--- config.mk ---
export PLATFORM = sky130hd
export DESIGN_NAME = aud_play_ctrl
export DESIGN_NICKNAME = d
export VERILOG_FILES = /design/src/rtl/aud_play_ctrl.sv
export SDC_FILE = /design/constraint.sdc
export NUM_CORES = 1
export LEC_CHECK = 0
export ABC_AREA = 1
export CORE_ASPECT_RATIO = 0.8
export CORE_MARGIN = 8
export CORE_UTILIZATION = 49
export CTS_BUF_LIST = sky130_fd_sc_hd__clkbuf_4
export DETAILED_ROUTE_END_ITERATION = 7
export PLACE_DENSITY = 0.77
export REMOVE_ABC_BUFFERS = 1
export SLEW_MARGIN = 0
export SYNTH_ARGS = -nofsm -noshare
export SYNTH_HDL_FRONTEND = slang
export SYNTH_SLANG_ARGS = --single-unit
--- constraint.sdc ---
create_clock -name i_bclk -period 2.5 [get_ports i_bclk]
set_input_delay 0.375 -clock i_bclk [delete_from_list [all_inputs] [get_ports i_bclk]]
set_output_delay 0.375 -clock i_bclk [all_outputs]
set_load 0.02 [all_outputs]
--- src/rtl/aud_play_ctrl.sv ---
// aud_play_ctrl: playback sequencer, fetches 16-bit samples over req/ack and emits one per LRCK frame.
// Latency: start -> o_mem_req next cycle; a fetched sample reaches o_dac_data on the first frame edge after ack.
// Backpressure: o_mem_req is held until i_mem_ack; a frame edge with no sample buffered pulses o_underrun.
//
// Ports:
//   i_bclk / i_rst             bit clock, synchronous active-high reset
//   i_start/i_pause/i_stop     1-cycle command pulses (priority stop > pause > start)
//   i_speed                    address step minus 1
//   i_start_addr/i_end_addr    clip bounds (end inclusive), captured on start from idle
//   i_daclrck                  LR clock, rising edge marks a new frame
//   o_mem_req/o_mem_addr       sample read request, i_mem_ack/i_mem_rdata response
//   o_player_en/o_dac_data     serializer enable and sample
//   o_busy/o_done/o_underrun   status

module aud_play_ctrl #(
    parameter int ADDR_W = 20
) (
    input  logic              i_bclk,
    input  logic              i_rst,
    input  logic              i_start,
    input  logic              i_pause,
    input  logic              i_stop,
    input  logic [2:0]        i_speed,
    input  logic [ADDR_W-1:0] i_start_addr,
    input  logic [ADDR_W-1:0] i_end_addr,
    input  logic              i_daclrck,
    output logic              o_mem_req,
    output logic [ADDR_W-1:0] o_mem_addr,
    input  logic              i_mem_ack,
    input  logic [15:0]       i_mem_rdata,
    output logic              o_player_en,
    output logic [15:0]       o_dac_data,
    output logic              o_busy,
    output logic              o_done,
    output logic              o_underrun
);

    typedef enum logic [2:0] {
        S_IDLE,
        S_FETCH,
        S_READY,
        S_PAUSE,
        S_DONE
    } state_t;

    state_t              r_state;
    state_t              w_state_nxt;

    logic [ADDR_W-1:0]   r_addr;
    logic [ADDR_W-1:0]   r_end;
    // One bit wider than the address so a clip ending at the top of memory
    // compares as "past the end" instead of wrapping back to address 0.
    logic [ADDR_W:0]     r_nxt;
    logic [15:0]         r_buf;
    logic                r_buf_vld;
    logic                r_prev_lrck;
    logic                r_pause_pend;
    logic                r_player_en;
    logic [15:0]         r_dac_data;

    logic                w_fe;
    logic                w_past_end;
    logic [ADDR_W:0]     w_step;

    assign w_fe       = i_daclrck & ~r_prev_lrck;
    assign w_past_end = (r_nxt > {1'b0, r_end});
    assign w_step     = {{(ADDR_W-2){1'b0}}, i_speed} + {{ADDR_W{1'b0}}, 1'b1};

    // State register
    always_ff @(posedge i_bclk) begin
        if (i_rst) begin
            r_state <= S_IDLE;
        end else begin
            r_state <= w_state_nxt;
        end
    end

    // Next-state logic and combinational outputs
    always_comb begin
        w_state_nxt = r_state;
        o_mem_req   = 1'b0;
        o_done      = 1'b0;
        o_underrun  = 1'b0;
        o_busy      = (r_state != S_IDLE);
        o_mem_addr  = r_addr;
        o_player_en = r_player_en;
        o_dac_data  = r_dac_data;

        case (r_state)
            S_IDLE: begin
                if (!i_stop && i_start) begin
                    w_state_nxt = S_FETCH;
                end
            end
            S_FETCH: begin
                o_mem_req = 1'b1;
                // While a pause is pending playback is already frozen, so a
                // frame edge is not reported as an underrun.
                o_underrun = w_fe & ~r_pause_pend;
                if (i_stop) begin
                    w_state_nxt = S_IDLE;
                end else if (i_mem_ack) begin
                    // A pause never abandons an outstanding request: the
                    // sample is buffered first, then the pause takes effect.
                    w_state_nxt = (r_pause_pend || i_pause) ? S_PAUSE : S_READY;
                end
            end
            S_READY: begin
                if (i_stop) begin
                    w_state_nxt = S_IDLE;
                end else if (i_pause) begin
                    w_state_nxt = S_PAUSE;
                end else if (w_fe) begin
                    w_state_nxt = w_past_end ? S_DONE : S_FETCH;
                end
            end
            S_PAUSE: begin
                if (i_stop) begin
                    w_state_nxt = S_IDLE;
                end else if (!i_pause && i_start) begin
                    w_state_nxt = r_buf_vld ? S_READY : S_FETCH;
                end
            end
            S_DONE: begin
                o_done      = 1'b1;
                w_state_nxt = S_IDLE;
            end
            default: begin
                w_state_nxt = S_IDLE;
            end
        endcase
    end

    // Datapath
    always_ff @(posedge i_bclk) begin
        if (i_rst) begin
            r_addr       <= '0;
            r_end        <= '0;
            r_nxt        <= '0;
            r_buf        <= '0;
            r_buf_vld    <= 1'b0;
            r_prev_lrck  <= 1'b0;
            r_pause_pend <= 1'b0;
            r_player_en  <= 1'b0;
            r_dac_data   <= '0;
        end else begin
            r_prev_lrck <= i_daclrck;
            r_player_en <= ((r_state == S_FETCH) && !r_pause_pend) || (r_state == S_READY);

            if (i_stop) begin
                r_buf_vld    <= 1'b0;
                r_pause_pend <= 1'b0;
                r_dac_data   <= '0;
            end else begin
                case (r_state)
                    S_IDLE: begin
                        if (i_start) begin
                            r_addr       <= i_start_addr;
                            r_end        <= i_end_addr;
                            r_buf_vld    <= 1'b0;
                            r_pause_pend <= 1'b0;
                        end
                    end
                    S_FETCH: begin
                        if (i_mem_ack) begin
                            r_buf        <= i_mem_rdata;
                            r_buf_vld    <= 1'b1;
                            // Step is taken at fetch time so a speed change
                            // applies from the next address onward.
                            r_nxt        <= {1'b0, r_addr} + w_step;
                            r_pause_pend <= 1'b0;
                        end else if (i_pause) begin
                            r_pause_pend <= 1'b1;
                        end
                    end
                    S_READY: begin
                        if (!i_pause && w_fe) begin
                            r_dac_data <= r_buf;
                            r_buf_vld  <= 1'b0;
                            if (!w_past_end) begin
                                r_addr <= r_nxt[ADDR_W-1:0];
                            end
                        end
                    end
                    S_PAUSE, S_DONE: begin
                        r_dac_data <= '0;
                    end
                    default: begin
                    end
                endcase
            end
        end
    end

endmodule

After elaboration in Yosys (flattened, before gate mapping)
Index checks and enable logic that the tools add are counted.
W data, S select, Z words.
- $add $sub $neg: 2
- order comparisons: 1
- equal/unequal tests: 13
- muxes and demuxes: 28
- bitwise operators: 5
- reduce and logical (&&, ||, !) cells: 24
- operators by type and width (kind ; number):
    $mux W20 ; 3
    $pmux W20 S2 ; 1
    $pmux W16 S2 ; 1
    $mux W3 ; 9
    $add A20 B4 Y21 ; 1
    $gt A21 B20 Y1 ; 1
    $mux W16 ; 1
    $pmux W3 S4 ; 1
    $mux W1 ; 9
    $ne A3 B3 Y1 const B ; 3
    $reduce_and A3 Y1 ; 3
    $ne A2 B2 Y1 const B ; 4
    $reduce_and A4 Y1 ; 2
    $eq A3 B2 Y1 const B ; 2
    $reduce_bool A2 Y1 ; 3
    $reduce_bool A3 Y1 ; 2
    $reduce_and A5 Y1 ; 1
    $add A3 B1 Y4 const B ; 1
    $logic_and A1 B1 Y1 ; 4
    $ne A4 B4 Y1 const B ; 1
    $reduce_or A2 Y1 ; 2
    $eq A3 B1 Y1 const B ; 1
    $eq A3 B3 Y1 const B ; 1
    $logic_not A1 Y1 ; 3
    9 further kinds ; 13
- register bits: 100
- output and inout port bits: 41
- logic and storage cells: 83

Depth between registers and ports, before layout
Gate-level depths: netlist of the first run.
- depth after elaboration: 6
- depth in mapped cells: 18

Least setup slack after synthesis of the first run
Ideal clock, no wire load.
- kind: register -> register
- from: register r_addr[0], in the netlist o_mem_addr[0]
- to: register r_nxt[18]
- arrival time: 1942 ps
- slack: 438 ps
- cell stages (with the launch flop): 14
- period minus slack after synthesis: 2062 ps
- cell sequence: dfxtp_1 inv_1 ha_1 inv_1 fa_1 nand3_1 nand2_1 nand3_2 or2_1 nor2_1 nand2_1 nor2_1 xor2_1 a21oi_1
- longest elaborated chain between the ends: 1
- ends and longest elaborated chain (element ; line ; text):
    start, declared ; 49 ; logic [ADDR_W-1:0] r_addr;
    start signal, assigned ; 158 ; r_addr <= i_start_addr;
    start signal, assigned ; 181 ; r_addr <= r_nxt[ADDR_W-1:0];
    $add A20 B4 Y21 ; 170 ; r_nxt <= {1'b0, r_addr} + w_step;
    end signal, assigned ; 170 ;
    end, declared ; 53 ; logic [ADDR_W:0] r_nxt;
Every way passes these cells.
A chain may end at the register's enable or synchronous reset.

Worst setup path in the final report of the first run
- from: input i_daclrck
- to: output o_underrun
- longest elaborated chain between the ends: 3
- ends and longest elaborated chain (element ; line ; text):
    start, declared ; 26 ; input logic i_daclrck,
    $and A1 B1 Y1 ; 65 ; assign w_fe = i_daclrck & ~r_prev_lrck;
    $and A1 B1 Y1 ; 99 ; o_underrun = w_fe & ~r_pause_pend;
    $mux W1 ; 89 ; case (r_state)
    end, declared ; 35 ; output logic o_underrun
Every way passes these cells.

==> summary.txt, run 1 <==
Setup path
  • R2r setup slk: 0.25 ns
  • Critical-path maximum fanout: 3
  • Critical path type: input pin to primary output
  • Critical Path Most Common Cell: clkdlybuf4s50_1
  • Crit-path cells: clkdlybuf4s50_1, inv_1, or2_2, nor2_1, clkdlybuf4s50_1
  • Worst Setup End Kind: primary output
  • Req. time, crit path: approximately 2.1 ns
  • Crit path launch type: input pin
  • Worst path arrival time: approximately 1.9 ns
  • CP max stage cell: clkdlybuf4s50_1
  • Largest stage delay on the critical path: a little over 0.6 ns

Synth
  • Seq/Total Area, Yosys: about two fifths
  • Cell area after synthesis: between 5000 and 6000 um^2
  • Mean Syn Cell Area: around 6.9 um^2
  • Yosys cell types: 38
  • Synthesized netlist cell count: 732
  • Ys Warns: 0
  • Post-synth EDFFs: 0
  • Synth Flop Type: dfxtp_1
  • Asr flop ratio synth: 0%
  • Number of synthesized register bits: 100

Finish
  • Area grow syn2layout: 27.5%
  • Non-Filler Instances: between 900 and 1000
  • Final-layout fill cell count: 971
  • Final design utilization: between 60% and 70%
  • Ant diodes: 0
  • Share of cells above drive strength 1: between 5 and 6%
  • Layout Nets: roughly 930
  • Final instance area: roughly 6400 um^2

STA
  • Endpoints failing setup: 0
  • Setup_tns: 0 ns
  • Final worst setup slack: 0.189 ns
  • RSZ-0062 raised after global routing: false
  • Slew HR: between 50% and 60%
  • Worst slew pin tran: 0.673 ns
  • Min Tclk post-route: between 2 and 2.5 ns
  • WHS: 0.468 ns
  • Slew Limit Fails: 0
  • Clk_skew: ~0.018 ns
  • Final Hold Viols: 0
  • Max Clk Rate: around 430 MHz
  • Final worst path period share: between 90% and 100%

Global routing
  • Vias in the first global route: between 4000 and 5000
  • Initial antenna violation count: 0
  • Grt total ovfl: 0
  • First-pass GRT wire length: 23100 um
  • Largest net degree at the start of global routing: 41
  • GR Util All Layers: about a fifth

Detailed routing
  • Remaining DRCs: 0
  • Antenna Nets Post-Route: 0
  • Vias/cell: between 5 and 6
  • WL/cell: 14.6 um
  • Wirelength, routed: roughly 14000 um
  • Pre-Repair DR Iteration Count: 5
  • DR iter-0 viols: 320
  • Via Count: around 5000

Hold path
  • Worst min path class: input pin to flop

Power
  • Worst VDD drop: ~0.00033 V
  • Total power draw: 3.58 mW
  • Combinational cell fraction of total power: about a quarter
  • P_int: about 2.5 mW
  • P per Cell Area: between 500 and 600 nW/um^2
  • Sw Pwr: between 1 and 1.5 mW
  • Sw Ratio: about 30%
  • Sequential Power Share: 49.8%
  • Leak Pwr: roughly 2.8 nW
  • Clk pwr share: 26.2%

Place
  • DP Wirelength: between 10000 and 15000 um
  • Pre-CTS WS: -0.0602 ns
  • Port bufs: 106
  • DP Cell Count: a little under 1000
  • GPL Wtd Cong: between 0.8 and 0.9
  • Placed cell area: between 6000 and 7000 um^2

Floorplanning
  • Die footprint: 13800 um^2
  • Row count: 33
  • Die W: roughly 130 um
  • IO Count: 107
  • Initial Util: roughly half
  • Die H: about 110 um
  • Core box area: roughly 10000 um^2

Clocking
  • Clock sinks: 100
  • Clock Root Buffer: clkbuf_4
  • Clk_lat worst skew: about 0.45 ns
  • # resized after CTS: 0
  • CTS tree: built
  • Clock transition at path regs: ~0.15 ns
  • CTS Buf Count: 9
  • Setup bufs post-CTS: 0
  • CTS H-tree depth: 3
  • CTS max path bufs: 2
  • Cts hold-fix bufs: 0

Run status
  • Status: finished, final reports clean

Flow run
  • Max-cap viol count: 0
[Yosys cell counts (2+ instances only)]
master / number / share of area [%]
o21ai_1: 6 / 0.60
nor3_2: 3 / 0.60
inv_2: 5 / 0.37
nand3_1: 32 / 3.2
a211oi_1: 3 / 0.45
ha_1: 23 / 5.7
buf_4: 2 / 0.30
xor2_1: 12 / 2.1
dfxtp_1: 100 / 40
o21ai_0: 61 / 6.1
nand4_1: 3 / 0.37
nor3_1: 7 / 0.70
nand2_1: 169 / 13
clkbuf_1: 13 / 0.97
a21oi_1: 62 / 6.2
nor2_1: 103 / 7.7
buf_2: 14 / 1.4
o211ai_1: 5 / 0.74
inv_1: 87 / 6.5
nand3_2: 2 / 0.40
nor4_1: 3 / 0.37
[flip-flops by register name (all words and copies together) (netlist names)]
register	count
r_nxt	21
o_player_en	1
r_end	20
o_mem_addr	20
r_buf_vld	1
o_dac_data	16
r_prev_lrck	1
r_pause_pend	1
r_state	3
r_buf	16
[final cells by class]
| cell class | instances | area, um^2 | share of cell area, % |
|---|---|---|---|
| well taps | 140 | 175 | 2.73 |
| multi-input cells | 508 | 2540 | 39.5 |
| clock inverters | 5 | 76.3 | 1.19 |
| flip-flops and latches | 100 | 2000 | 31.2 |
| clock buffers | 11 | 82.6 | 1.29 |
| inverters | 93 | 349 | 5.43 |
| repair buffers | 123 | 1200 | 18.7 |
[power groups by stage]
| stage | sequential (mW) | combinational (mW) | clock [mW] |
|---|---|---|---|
| floorplan | 1.84 | 0.447 | 0 |
| global placement | 1.82 | 0.825 | 0 |
| detailed placement | 1.82 | 0.846 | 0 |
| CTS | 1.78 | 0.852 | 0.965 |
| global route | 1.80 | 0.956 | 1.03 |
| finish | 1.78 | 0.858 | 0.938 |
[cell usage in the layout, fill, tap and decap left out, types with 12 or more instances in the layout]
cell / count
o21ai_0: 61
nand3_1: 32
nand2_1: 169
buf_4: 16
nor2_1: 103
xor2_1: 12
ha_1: 23
clkdlybuf4s50_1: 106
a21oi_1: 62
inv_1: 87
dfxtp_1: 100
[final timing paths]
path,endpoint,start,cells past startpoint
max reg2reg,o_mem_addr[15]$_SDFFE_PP0P_,r_end[18]$_SDFFE_PP0P_,16
min reg2reg,r_end[16]$_SDFFE_PP0P_,r_end[16]$_SDFFE_PP0P_,2
min,r_prev_lrck$_SDFF_PP0_,i_daclrck,3
max,o_underrun,i_daclrck,5
[cells by family (layout without fill, tap and decap cells)]
| family | Yosys count | in the layout | share of synthesized area, % |
|---|---|---|---|
| buf+inv | 124 | 232 | 9.88 |
| flops | 100 | 100 | 39.7 |
| fa+ha+maj | 24 | 24 | 6.11 |
| compound gates | 143 | 143 | 15.1 |
| xor+xnor | 13 | 13 | 2.26 |
| simple gates | 328 | 328 | 26.9 |
[metal layers]
layer  routed length (um)  GRT usage [%]
met5                    0              0
met3                  955           5.51
met2                 6570           33.9
met1                 6580           26.3
met4                  231           5.94
[critical path: cells and delay by family]
kind / cells / cell delay, ns
buf+inv: 3 / 1.13
simple gates: 2 / 0.43
Note: power is estimated with default switching activity, not from simulation.
==> run 2, diff against run 1 <==
--- a/config.mk
+++ b/config.mk
@@ -10,6 +10,7 @@
 export CORE_MARGIN = 8
 export CORE_UTILIZATION = 49
 export CTS_BUF_LIST = sky130_fd_sc_hd__clkbuf_4
+export CTS_CLUSTER_SIZE = 24
 export DETAILED_ROUTE_END_ITERATION = 7
 export PLACE_DENSITY = 0.77
 export REMOVE_ABC_BUFFERS = 1
==> results of run 2 <==
Same layout as run 1: the final DEF is identical, and so are final timing and power.
